`src/rtl/receive_ovs.sv`:
```
// Oversampling UART receiver: two-flop synchroniser, start-bit glitch rejection,
// 2-of-3 majority bit decisions, optional parity, one or two stop bits, break detect.
module receive_ovs #(
  parameter int BITS       = 8,
  parameter int OVERSAMPLE = 16,
  parameter int PARITY     = 0,
  parameter int STOP_BITS  = 1
) (
  input  logic            tick,
  input  logic            rst,
  input  logic            en,
  input  logic            in,
  output logic [BITS-1:0] out,
  output logic            done,
  output logic            busy,
  output logic            error,
  output logic            parityErr,
  output logic            frameErr,
  output logic            breakDet
);

  localparam int CW = $clog2(OVERSAMPLE);
  localparam int IW = $clog2(BITS + 1);

  localparam logic [CW-1:0] C_PRE = CW'(OVERSAMPLE / 2 - 1);
  localparam logic [CW-1:0] C_MID = CW'(OVERSAMPLE / 2);
  localparam logic [CW-1:0] C_DEC = CW'(OVERSAMPLE / 2 + 1);
  localparam logic [CW-1:0] C_END = CW'(OVERSAMPLE - 1);
  localparam logic [IW-1:0] I_LAST      = IW'(BITS - 1);
  localparam logic [IW-1:0] I_STOP_LAST = IW'(STOP_BITS - 1);

  typedef enum logic [2:0] {
    S_IDLE, S_START, S_DATA, S_PARITY, S_STOP, S_WAIT_HIGH
  } state_t;

  state_t          state;
  logic            sync1, rx;
  logic [CW-1:0]   cnt;
  logic [IW-1:0]   idx;
  logic            v0, v1;
  logic [BITS-1:0] shreg;
  logic            ones;      // running parity of received data ones
  logic            all_zero;  // every bit so far sampled 0 (break candidate)
  logic            pe_acc, fe_acc, brk_acc;
  logic            maj, fe_now, brk_now;

  // Both flops preset to 1 so reset never looks like a start edge.
  always_ff @(posedge tick or posedge rst) begin
    if (rst) begin
      sync1 <= 1'b1;
      rx    <= 1'b1;
    end else begin
      sync1 <= in;
      rx    <= sync1;
    end
  end

  // NOTE: every signal written in always_comb gets a value on every path, so no latch is inferred.
  always_comb begin
    maj     = (v0 & v1) | (v0 & rx) | (v1 & rx);
    fe_now  = fe_acc | ~maj;
    brk_now = (idx == '0) ? (all_zero & ~maj) : brk_acc;
  end

  // NOTE: sequential state uses non-blocking assignments so all registers update together at the edge.
  always_ff @(posedge tick or posedge rst) begin
    if (rst) begin
      state     <= S_IDLE;
      cnt       <= '0;
      idx       <= '0;
      v0        <= 1'b0;
      v1        <= 1'b0;
      // NOTE: the shift register is reset too; it is tiny and a defined value keeps out clean.
      shreg     <= '0;
      ones      <= 1'b0;
      all_zero  <= 1'b1;
      pe_acc    <= 1'b0;
      fe_acc    <= 1'b0;
      brk_acc   <= 1'b0;
      out       <= '0;
      done      <= 1'b0;
      busy      <= 1'b0;
      error     <= 1'b0;
      parityErr <= 1'b0;
      frameErr  <= 1'b0;
      breakDet  <= 1'b0;
    end else begin
      done <= 1'b0;
      case (state)
        S_IDLE: begin
          cnt <= '0;
          idx <= '0;
          if (en && !rx) begin
            state    <= S_START;
            cnt      <= CW'(1);
            busy     <= 1'b1;
            ones     <= 1'b0;
            all_zero <= 1'b1;
            pe_acc   <= 1'b0;
            fe_acc   <= 1'b0;
            brk_acc  <= 1'b0;
          end
        end

        S_START: begin
          if (cnt == C_MID && rx) begin
            state <= S_IDLE;
            busy  <= 1'b0;
            cnt   <= '0;
          end else if (cnt == C_END) begin
            state <= S_DATA;
            cnt   <= '0;
          end else begin
            cnt <= cnt + 1'b1;
          end
        end

        S_DATA, S_PARITY, S_STOP: begin
          cnt <= (cnt == C_END) ? '0 : cnt + 1'b1;
          if (cnt == C_PRE) v0 <= rx;
          if (cnt == C_MID) v1 <= rx;

          if (cnt == C_DEC) begin
            if (state == S_DATA) begin
              shreg    <= {maj, shreg[BITS-1:1]};
              ones     <= ones ^ maj;
              all_zero <= all_zero & ~maj;
            end else if (state == S_PARITY) begin
              all_zero <= all_zero & ~maj;
              pe_acc   <= (PARITY == 1) ? ~(ones ^ maj) : (ones ^ maj);
            end else if (idx == I_STOP_LAST) begin
              out       <= shreg;
              parityErr <= pe_acc;
              frameErr  <= fe_now;
              breakDet  <= brk_now;
              error     <= pe_acc | fe_now;
              done      <= 1'b1;
              busy      <= 1'b0;
              cnt       <= '0;
              idx       <= '0;
              state     <= fe_now ? S_WAIT_HIGH : S_IDLE;
            end else begin
              fe_acc  <= fe_now;
              brk_acc <= brk_now;
            end
          end

          if (cnt == C_END) begin
            if (state == S_DATA) begin
              if (idx == I_LAST) begin
                idx   <= '0;
                state <= (PARITY != 0) ? S_PARITY : S_STOP;
              end else begin
                idx <= idx + 1'b1;
              end
            end else if (state == S_PARITY) begin
              state <= S_STOP;
            end else begin
              idx <= idx + 1'b1;
            end
          end
        end

        S_WAIT_HIGH: begin
          if (rx) state <= S_IDLE;
        end

        default: state <= S_IDLE;
      endcase
    end
  end

endmodule

```
`config.mk`:
```
export PLATFORM = sky130hd
export DESIGN_NAME = receive_ovs
export DESIGN_NICKNAME = d
export VERILOG_FILES = /design/src/rtl/receive_ovs.sv
export SDC_FILE = /design/constraint.sdc
export NUM_CORES = 1
export LEC_CHECK = 0
export ABC_AREA = 1
export BUFFER_PORTS_ARGS = -buffer_cell sky130_fd_sc_hd__buf_2
export CAP_MARGIN = 10
export CELL_PAD_IN_SITES_DETAIL_PLACEMENT = 0
export CELL_PAD_IN_SITES_GLOBAL_PLACEMENT = 1
export CORE_ASPECT_RATIO = 1.1
export CORE_UTILIZATION = 25
export CTS_BUF_LIST = sky130_fd_sc_hd__clkbuf_8
export DETAILED_ROUTE_END_ITERATION = 8
export PLACE_DENSITY = 0.46
export SLEW_MARGIN = 10
export SYNTH_ARGS = -nofsm -noshare
export SYNTH_HDL_FRONTEND = slang
export SYNTH_SLANG_ARGS = --single-unit
```
`constraint.sdc`:
```
create_clock -name tick -period 2.5 [get_ports tick]
set_input_delay 0.5 -clock tick [delete_from_list [all_inputs] [get_ports tick]]
set_output_delay 0.5 -clock tick [all_outputs]
set_load 0.02 [all_outputs]
```
==> results of run 1 <==
flip-flops by register name, summed over array words and instances (netlist names), 3 cells and up:
signal and flops:
state 3, shreg 8, idx 4, out 8, cnt 4
area by class of cell:
| class | count | share of cell area, % |
|---|---|---|
| Sequential cell | 42 | 41.61 |
| Clock buffer | 5 | 2.715 |
| Tap cell | 111 | 5.479 |
| Multi-Input combinational cell | 194 | 37.76 |
| Clock inverter | 3 | 2.715 |
| Timing Repair Buffer | 18 | 3.653 |
| Inverter | 41 | 6.071 |
logic make-up after synthesis:
group | after synthesis | share of synthesized area, %
simple gates | 143 | 28.90
compound gates | 46 | 11.78
buf+inv | 45 | 8.532
flops | 42 | 47.95
fa+ha+maj | 5 | 2.844
cells in the final DEF (no fill, tap or decap), drive strengths merged, types with 2 or more instances in the layout:
cell type,count
dfrtp,39
bufinv,2
nand2,92
nor3,3
o21ai,30
nor2,16
dfstp,3
clkbuf,5
nand4,4
inv,41
buf,18
a21oi,13
nand3,28
ha,5
path summary, 6_finish.rpt:
kind	depth (start not counted)	slack (ps)	from	to
worst min register to register	0	360	sync1	rx
min in group asynchronous	3	330	rst	cnt[0]
max in group asynchronous	3	1780	rst	sync1
worst min-delay path	1	290	in	sync1
worst max-delay path	9	650	idx[0]	out[0]
worst max register to register	9	650	idx[0]	out[0]
per-layer routing:
| layer | vias up | GRT usage [%] | share of wire (%) |
|---|---|---|---|
| met5 | - | 0 | 0 |
| met4 | 0 | 5.128 | 1.6 |
| met3 | 6 | 2.500 | 2.3 |
| met2 | 23 | 23.02 | 50 |
| met1 | 857 | 15.20 | 46 |
| li1 | 938 | - | - |
through the flow:
step	instances	power (W)	setup WS, ps	cell area (sq um)	util [%]
2_1_floorplan	281	0.001335	951.3	2200	-
3_3_place_gp	406	0.001534	591.4	2397	28.36
3_5_place_dp	406	0.001517	627.8	2397	28.36
4_1_cts	414	0.002204	609.3	2535	29.99
5_1_grt	414	0.002324	452.7	2535	29.99
6_report	414	0.002165	654.2	2535	29.99
power by group through the flow:
| stage | clock, W | combinational, W | sequential [W] |
|---|---|---|---|
| final | 0.000666 | 0.000669 | 0.000829 |
| after global routing | 0.000718 | 0.000768 | 0.000838 |
| after CTS | 0.000695 | 0.000679 | 0.000829 |
| after detailed placement | 0 | 0.000675 | 0.000841 |
| after global placement | 0 | 0.000691 | 0.000843 |
| after floorplan | 0 | 0.000501 | 0.000834 |
critical path, stage by stage (launching register included):
cell     delay, ps
dfrtp_1        420
inv_1          120
ha_1           190
nand3_2        160
nor2_2         230
inv_2           70
nor2_4         180
inv_2          180
nand2_1         90
o21ai_0         80
==> flow_summary.toml, run 1 <==
[outcome]
status = "finished, final reports clean"

[global_routing]
grt.overflow.total = 0
grt_pass1_wl_microns = 9204
antenna_found_initial = 0
grt_pass1_vias = 1857
grt_max_degree = 43
track_usage_pct = 12.89

[place]
hpwl_microns = 4102
place.gp.congestion = 0.7465
portBuffers = 17

[synthesis]
synth_cell_types = 26
yosysWarnings = 0
synth.top_cell.area_share_pct = 44.37
synth_area_leader_cell = "dfrtp_1"
syn_avg_cell_area_sq_um = 7.828
yosysSeqAreaShare_pct = 47.95
synth_nets = 290
synthFlopType = "dfrtp_1"
synth_commonest_cells = "87 x nand2_1, 39 x dfrtp_1, 35 x inv_1"
syn_inst = 281
yosys-top-cells-area = "dfrtp_1 44%, nand2_1 15%, inv_1 6.0%, nand3_1 5.9%, o21ai_0 4.6%"
yosysMostFrequentCell = "nand2_1"
synth_edf_count = 0
async_flop_share_pct = 100.0
ys_ff_latch = 42
syn-cell-area_sq_mm = 0.002200

[sta]
finalSetupViolCount = 0
fin_worst_hold_slack_ps = 290.7
fmax_ghz = 0.5418
finalCriticalPeriod_ps = 1846
timing.final.crit_share_pct = 73.83
maxSlewViolCount = 0
max_slew_margin_pct = 61.69
fin_skew_ps = 9.394
worst_slew_pin_slew_ps = 574.6
setup_tns_ps = 0
finalHoldViolCount = 0
rsz0062_at_grt = "no"

[worst_hold_path]
hp-class = "in2reg"

[clock_tree]
htreeDepth = 2
post-cts-setup-buffers = 0
cts_tree = "done"
clkLatencyLatePin_ps = 300
clk_pin_slew_ps = 90
cts_max_path_buffers = 2
clkSinkCount = 42
cts_resized = 0
cts_hold_buf = 0
cts-root-buf = "clkbuf_8"
numCtsBuffers = 5

[setup_path]
critPathKind = "reg2reg"
setup.worst_path.end_class = "register"
worst_ep_arrival_time_ps = 2020
crit_fanout = 18
worstPathRequired_ps = 2680
worst_setup_path_start_kind = "register"

[drt]
wl_microns = 5522
via_per_inst = 4.406
num_vias = 1824
drt-pass1-iter-count = 4
postRouteAntennaNets = 0
initialDrtViolationCount = 61
post_drt_wl_per_cell_microns = 13.34
route.detailed.drc = 0

[pwr]
netSwitchingPower_w = 0.0008078
power.density_mw_per_mm2 = 854.0
p_clk_share_pct = 30.8
vdd_ir_drop_max_mv = 0.3954
pwr-share-comb_pct = 30.9
seq_power_share_pct = 38.3
p_leak_nw = 1.273
p_int_w = 0.001357
swShare_pct = 37.32

[layout]
fill_cells = 919
areaGrowthSynthToFinish_pct = 15.24
final-seq-area_sq_mm = 0.001055
antennaDiodeCount = 0
multi_input_area_sq_um = 957.2
drive_gt1_share_pct = 18.15
nNetsFinal = 311

[floorplanning]
coreArea_sq_mm = 0.008452
initial_core_util_pct = 26.03
pin_count = 18
die_h_microns = 100.4
die_x_microns = 91.44
die_area_sq_mm = 0.009178
placementRows = 35

[run]
cap_violations = 0
Power figures use the tool's default switching activity.
==> run 2: changes to the inputs <==
- clock period: 2.5 -> 1.8 ns (I/O delays scaled with it)
==> run 2 against run 1 <==
Routed wire length rose by 0.45%. Non-clock buffer count rose by 20. Core utilization rose by 1.9 points. Critical path type unchanged. Critical endpoint is now ones.
==> flow_summary.toml, run 2 (synthesized netlist as in run 1, its figures left out) <==
[outcome]
status = "finished, final reports clean"

[clock_tree]
cts_max_path_buffers = 2
clkLatencyLatePin_ps = 300
htreeDepth = 2
clkSinkCount = 42
cts_tree = "done"
numCtsBuffers = 5
clk_pin_slew_ps = 90
cts_hold_buf = 0
cts-root-buf = "clkbuf_8"

[sta]
timing.final.crit_share_pct = 89.86
setup_tns_ps = 0
finalWorstSetupSlack_ps = 182.6
finalHoldViolCount = 0
fin_skew_ps = 9.760
finalCriticalPeriod_ps = 1617
worst_slew_pin_slew_ps = 382.4
finalSetupViolCount = 0
rsz0062_at_grt = "no"
max_slew_margin_pct = 74.47
maxSlewViolCount = 0
fin_worst_hold_slack_ps = 28.77
fmax_ghz = 0.6183

[place]
hpwl_microns = 4393
portBuffers = 17
place.gp.congestion = 0.7765
place_ws_ps = 124.1

[floorplanning]
placementRows = 35
die_h_microns = 100.4
initial_core_util_pct = 26.03
die_area_sq_mm = 0.009178
die_x_microns = 91.44
pin_count = 18
coreArea_sq_mm = 0.008452

[setup_path]
crit_start = "cnt[1]"
rrSetupSlack_ps = 180
slowest_delay_ps = 420
path_buf_inv = 2
worst_setup_path_start_kind = "register"
worst_ep_arrival_time_ps = 1850
cp_top_family = "simple AND/OR/NAND/NOR gates"
ff2ff_path_depth = 9
r2r-end = "ones"
path_cells = "inv_1, ha_1, nand3_2, nand2_1, nand2_1, nor3_1, buf_4, nand2_1, o21ai_1"
setup.worst_path.end_class = "register"
worst-path-stages = 9
crit_top_cell = "nand2_1"
worstPathRequired_ps = 2030
critPathKind = "reg2reg"
crit_fanout = 6
slowest_stage = "dfrtp_1"
crit_end = "ones"
timing.rr.start = "cnt[1]"

[layout]
fill_cells = 918
nNetsFinal = 331
final_cell_mix = "87 x nand2_1, 39 x dfrtp_1, 34 x inv_1"
areaGrowthSynthToFinish_pct = 22.41
drive_gt1_share_pct = 23.22
layout.cells.most_common = "nand2_1"
top_regs = "out x8, shreg x8"
antennaDiodeCount = 0

[pwr]
power.density_mw_per_mm2 = 1137
p_leak_nw = 1.370
vdd_ir_drop_max_mv = 0.4159
p_total_w = 0.003061

[run]
cap_violations = 0

[global_routing]
track_usage_pct = 13.68
grt_pass1_vias = 1898
grt_pass1_wl_microns = 9701
grt_max_degree = 29
antenna_found_initial = 0
grt.overflow.total = 0

[drt]
postRouteAntennaNets = 0
wl_microns = 5547
drt-pass1-iter-count = 4
route.detailed.drc = 0
post_drt_wl_per_cell_microns = 12.78
via_per_inst = 4.293
num_vias = 1863
initialDrtViolationCount = 90

[worst_hold_path]
hp-class = "in2async"
==> run 2: through the flow <==
| step | instance area [sq um] | utilization [%] | std cells |
|---|---|---|---|
| finish | 2693 | 31.86 | 434 |
| global route | 2693 | 31.86 | 434 |
| CTS | 2685 | 31.77 | 434 |
| detailed placement | 2572 | 30.44 | 426 |
| global placement | 2572 | 30.44 | 426 |
| floorplan | 2200 | - | 281 |
==> run 2: cell type report <==
type,count,area (sq um),area share [%]
tap,111,138.9,5.158
inverter,41,156.4,5.809
multi-input combinational,194,962.2,35.73
sequential,42,1055,39.17
timing repair buffer,38,267.8,9.944
clock inverter,3,43.79,1.626
clock buffer,5,68.82,2.556
==> run 2: per-layer routing <==
layer	vias up	part of all wire [%]	GRT usage (%)
li1	982	-	-
met1	845	45	16.34
met2	27	50	24.52
met3	9	2.3	2.500
met4	0	2.1	4.884
met5	-	0	0
==> run 2: how the worst min path moves through the flow <==
stage          startpoint  endpoint  slack (ps)  cells after the start
2_1_floorplan       sync1        rx         350                      0
3_3_place_gp        sync1        rx         350                      0
3_5_place_dp        sync1        rx         350                      0
4_1_cts               rst  shreg[5]          30                      2
5_1_grt               rst  shreg[5]          50                      2
6_report              rst    idx[1]          30                      2
==> run 2: worst reg2reg max path: stages (launching register included) <==
cell,delay [ps]
dfrtp_1,420
inv_1,110
ha_1,170
nand3_2,180
nand2_1,110
nand2_1,90
nor3_1,210
buf_4,160
nand2_1,40
o21ai_1,70
==> run 2: timing repair <==
item                                    CTS  global route
endpoints found under the setup margin    0             8
buffers inserted                          0             0
gates resized for setup                   0             4
==> run 2: report_power, final <==
group	leakage (nW)	internal, W	switching, W
logic	0.746	0.000446	0.000700
clock network	0.0585	0.000416	0.000362
registers	0.565	0.00105	0.0000864
total	1.37	0.00191	0.00115
